==> src/rtl/nibble_pair_gen.sv <==
// nibble_pair_gen: enumerates every {hi, lo} nibble pair whose sum equals a
// target. Pairs are streamed over valid/ready, one word per cycle when the
// sink is ready. In no-carry mode only pairs with hi + lo < 2^W are produced.
module nibble_pair_gen #(
    parameter int unsigned W = 4
) (
    input  logic           clk,
    input  logic           rst,
    input  logic           start_valid,
    output logic           start_ready,
    input  logic [W-1:0]   target,
    input  logic           no_wrap,
    input  logic           abort,
    output logic           out_valid,
    input  logic           out_ready,
    output logic [2*W-1:0] doubleNibble,
    output logic           out_last,
    output logic           busy,
    output logic [W:0]     pair_count
);

    typedef enum logic [0:0] {StIdle, StEmit} state_e;

    localparam logic [W-1:0] HiOne  = 1;
    localparam logic [W:0]   CntOne = 1;

    state_e           state_q, state_d;
    logic [W-1:0]     t_q, t_d;
    logic             nw_q, nw_d;
    logic [W-1:0]     hi_q, hi_d;
    logic             valid_q, valid_d;
    logic [2*W-1:0]   dn_q, dn_d;
    logic             last_q, last_d;
    logic             busy_q, busy_d;
    logic [W:0]       cnt_q, cnt_d;
    logic [W-1:0]     hi_nxt;

    // Final hi of a job: all-ones in modular mode, the target itself in
    // no-carry mode (any larger hi would force lo to wrap).
    function automatic logic is_last(input logic [W-1:0] hi, input logic [W-1:0] t,
                                     input logic nw);
        return nw ? (hi == t) : (hi == {W{1'b1}});
    endfunction

    assign hi_nxt = hi_q + HiOne;

    // Next-state: job accept, per-handshake advance, abort and job completion.
    always_comb begin
        state_d = state_q;
        t_d     = t_q;
        nw_d    = nw_q;
        hi_d    = hi_q;
        valid_d = valid_q;
        dn_d    = dn_q;
        last_d  = last_q;
        busy_d  = busy_q;
        cnt_d   = cnt_q;
        case (state_q)
            StIdle: begin
                // abort wins over a simultaneous start request
                if (start_valid && !abort) begin
                    state_d = StEmit;
                    t_d     = target;
                    nw_d    = no_wrap;
                    hi_d    = '0;
                    cnt_d   = '0;
                    valid_d = 1'b1;
                    busy_d  = 1'b1;
                    dn_d    = {{W{1'b0}}, target};
                    last_d  = is_last('0, target, no_wrap);
                end
            end
            StEmit: begin
                // out_valid is always high here, so out_ready alone is the handshake
                if (out_ready) begin
                    cnt_d = cnt_q + CntOne;
                end
                if (abort || (out_ready && last_q)) begin
                    state_d = StIdle;
                    valid_d = 1'b0;
                    last_d  = 1'b0;
                    busy_d  = 1'b0;
                end else if (out_ready) begin
                    hi_d   = hi_nxt;
                    dn_d   = {hi_nxt, t_q - hi_nxt};
                    last_d = is_last(hi_nxt, t_q, nw_q);
                end
            end
            default: state_d = StIdle;
        endcase
    end

    // State and registered outputs, asynchronously cleared.
    always_ff @(posedge clk or posedge rst) begin
        if (rst) begin
            state_q <= StIdle;
            t_q     <= '0;
            nw_q    <= 1'b0;
            hi_q    <= '0;
            valid_q <= 1'b0;
            dn_q    <= '0;
            last_q  <= 1'b0;
            busy_q  <= 1'b0;
            cnt_q   <= '0;
        end else begin
            state_q <= state_d;
            t_q     <= t_d;
            nw_q    <= nw_d;
            hi_q    <= hi_d;
            valid_q <= valid_d;
            dn_q    <= dn_d;
            last_q  <= last_d;
            busy_q  <= busy_d;
            cnt_q   <= cnt_d;
        end
    end

    assign start_ready  = (state_q == StIdle);
    assign out_valid    = valid_q;
    assign doubleNibble = dn_q;
    assign out_last     = last_q;
    assign busy         = busy_q;
    assign pair_count   = cnt_q;

endmodule

==> config.mk <==
export PLATFORM = sky130hd
export DESIGN_NAME = nibble_pair_gen
export DESIGN_NICKNAME = d
export VERILOG_FILES = /design/src/rtl/nibble_pair_gen.sv
export SDC_FILE = /design/constraint.sdc
export NUM_CORES = 1
export LEC_CHECK = 0
export BUFFER_PORTS_ARGS = -buffer_cell sky130_fd_sc_hd__buf_2
export CORE_UTILIZATION = 31
export DETAILED_ROUTE_END_ITERATION = 12
export GPL_TIMING_DRIVEN = 0
export PLACE_DENSITY = 0.53
export SYNTH_ARGS = -nofsm -noshare
export SYNTH_HDL_FRONTEND = slang
export SYNTH_SLANG_ARGS = --single-unit
==> constraint.sdc <==
create_clock -name clk -period 2.3 [get_ports clk]
set_clock_uncertainty 0.1 [all_clocks]
set_input_delay 0.345 -clock clk [delete_from_list [all_inputs] [get_ports clk]]
set_output_delay 0.345 -clock clk [all_outputs]
set_load 0.005 [all_outputs]
==> flow_summary.ini <==
[run_status]
outcome = finished clean

[critical_path]
crit_arrival_ns = 2.22
worstRegToRegCells = 7
r2r_start = hi_q[0]
start_kind = register
cp_data_required_time_ns = 2.35
path_class = register to register
rrSetupSlack_ns = 0.13
path_max_fanout = 7
critPathCaptureType = register
reg2reg_to = doubleNibble[3]

[clock_tree]
cts_tree = built
clk_pin_slew_ns = 0.08
clkLatencyLatePin_ns = 0.26
cts-buffers-inserted = 3
cts_num_sinks = 21
clockBufferDepth = 2
h-tree-depth = 1
holdBufCountCts = 0
post_cts.repair.setup_buffers = 0
clock-root-buffer = clkbuf_8

[logic_synthesis]
synth_top_area_share_pct = 43.9
synth_edf_count = 0
synthArstFlopShare_pct = 100
synth.net_count = 134
synth_common_cells = 21 x dfrtp_1, 16 x nand2_1, 9 x o21ai_1
synth_area_per_cell_um2 = 10.2
synthCells = 117
synth-seq-area-share_pct = 43.9
netlist_top_cells_area = dfrtp_1 44%, ha_1 6.3%, nand2_1 5.0%, o21ai_1 3.8%, mux2_1 3.8%
synth_ff_type = dfrtp_1
ys_warn_count = 0
synth_largest_area_cell = dfrtp_1
yosysMostFrequentCell = dfrtp_1
synth_area_mm2 = 0.00120
ys_types = 38
synth.ff_latch_count = 21

[route]
drt-vias-per-instance = 4.82
routed_wl_mm = 2.56
post_drt_wl_per_cell_um = 13.1
ant_nets = 0
drtIter0Drc = 28
drt_pass1_iterations = 5
drc = 0
num_vias = 940

[sta]
slew_violations = 0
setup_tns_ns = 0
post-route-period-util_pct = 94.3
tightest_slew_ns = 0.814
hold_violations = 0
setup_viol = 0
relSlewSlack_pct = 45.7
final.min_clock_period_ns = 2.17
fin_ws_ns = 0.132
timing.fmax_ghz = 0.461
rsz0062_at_grt = false

[pwr]
fin_total_pwr_uw = 1020
vdd_drop_max_mv = 0.213
leakage_uw = 0.000701
powerDensity_mw_per_mm2 = 708

[cells_and_area]
fillers = 395
seq_area_um2 = 526
final_layout_size_suffix_gt1_share_pct = 25.9
syn_to_final_growth_pct = 20.0
nets = 165
diodes = 0
multi_input_comb_area_um2 = 623
postLayoutCellArea_mm2 = 0.00144

[floorplan]
die_h_um = 64.2
num_rows = 22
start_util_pct = 32.5
io_pins = 27
core_area_mm2 = 0.00369
die_w_um = 64.2
dieArea_mm2 = 0.00412

[global_routing]
grt_pass1_wl_mm = 4.29
overflow = 0
grt_antenna_before_repair = 0
grt_pass1_vias = 880
grt_max_degree = 22
gr-usage-all-layers_pct = 13.8

[placed_design]
io_buffer_count = 26
hpwl_mm = 1.95
place_area_mm2 = 0.00139
place_ws_ns = 0.0853
globalplace.congestion = 0.861

[worst_hold_path]
hold_path.class = input port to async pin

[run]
cap_violations = 0
-- kinds of logic after synthesis --
logic type	synth area share, %
mux	4.60
compound gates	11.2
flops	43.9
xor+xnor	7.00
simple gates	21.1
fa+ha+maj	7.94
buf+inv	4.28
-- state kept, by name, indices dropped and copies added, names as in the netlist --
signal,flops
nw_q,1
busy,1
state_q,1
hi_q,4
doubleNibble,4
pair_count,5
out_last,1
t_q,4
-- worst max-delay path, cell delays in order, from the launching register on --
cell and delay [ns]:
dfrtp_1 0.45, ha_2 0.25, xnor2_1 0.14, ha_1 0.34
a21o_1 0.17, a31oi_1 0.17, nor4_1 0.07, or3_1 0.36
-- how the worst max path moves through the flow --
| stage | start | end | slack, ns | depth (start not counted) |
|---|---|---|---|---|
| 6_report | hi_q[0] | doubleNibble[3] | 0.13 | 7 |
| 5_1_grt | hi_q[0] | doubleNibble[3] | 0.009 | 7 |
| 4_1_cts | hi_q[0] | doubleNibble[3] | 0.07 | 7 |
| 3_5_place_dp | hi_q[0] | doubleNibble[3] | 0.09 | 7 |
| 3_3_place_gp | hi_q[0] | doubleNibble[3] | 0.08 | 7 |
| 2_1_floorplan | hi_q[0] | doubleNibble[3] | 0.22 | 7 |
-- layout by cell type, fill, tap and decap left out, drive strengths merged, types with 2 or more instances in the layout --
cell type / netlist / layout
o21ai: 12 / 12
dfrtp: 21 / 21
nand4bb: 2 / 2
nor2: 8 / 8
xnor2: 3 / 3
xor2: 4 / 4
nor3b: 2 / 2
nor4: 2 / 2
clkbuf: 0 / 3
and4bb: 2 / 2
nand2: 16 / 16
mux2: 4 / 4
ha: 6 / 6
inv: 6 / 6
a21oi: 2 / 2
nand4: 4 / 4
buf: 4 / 30
nand3: 2 / 2
a21o: 2 / 2
-- per-layer routing --
layer / vias up / global-route usage [%] / wire length (µm) / share of wire (%)
met5: - / 0 / 0 / 0
met4: 0 / 6.67 / 25 / 0.98
met3: 3 / 1.61 / 85 / 3.3
met2: 18 / 22.3 / 1240 / 48
met1: 443 / 18.2 / 1210 / 47
li1: 476 / - / - / -
-- cell type report --
cell class	instances	area share [%]
well taps	48	4.18
plain buffers	4	2.00
multi-input cells	86	43.4
repair buffers	26	9.06
clock inverters	1	0.348
inverters	6	1.57
clock buffers	3	2.87
flip-flops and latches	21	36.6
-- repair_timing --
action / CTS / global route
endpoints found under the hold margin: 0 / 0
gates resized for setup: 0 / 1
endpoints found under the setup margin: 0 / 1
-- power by group --
part | switching, µW | internal (µW)
clock network | 125 | 121
registers | 52.6 | 431
logic | 142 | 145
-- through the flow --
| step | hold WS (ns) | utilization (%) | cells |
|---|---|---|---|
| floorplan | 0.222 | - | 117 |
| global placement | 0.362 | 37.6 | 191 |
| detailed placement | 0.377 | 37.6 | 191 |
| CTS | 0.158 | 38.9 | 195 |
| global route | 0.220 | 38.9 | 195 |
| finish | 0.125 | 38.9 | 195 |
(Power assumes the default switching activity.)
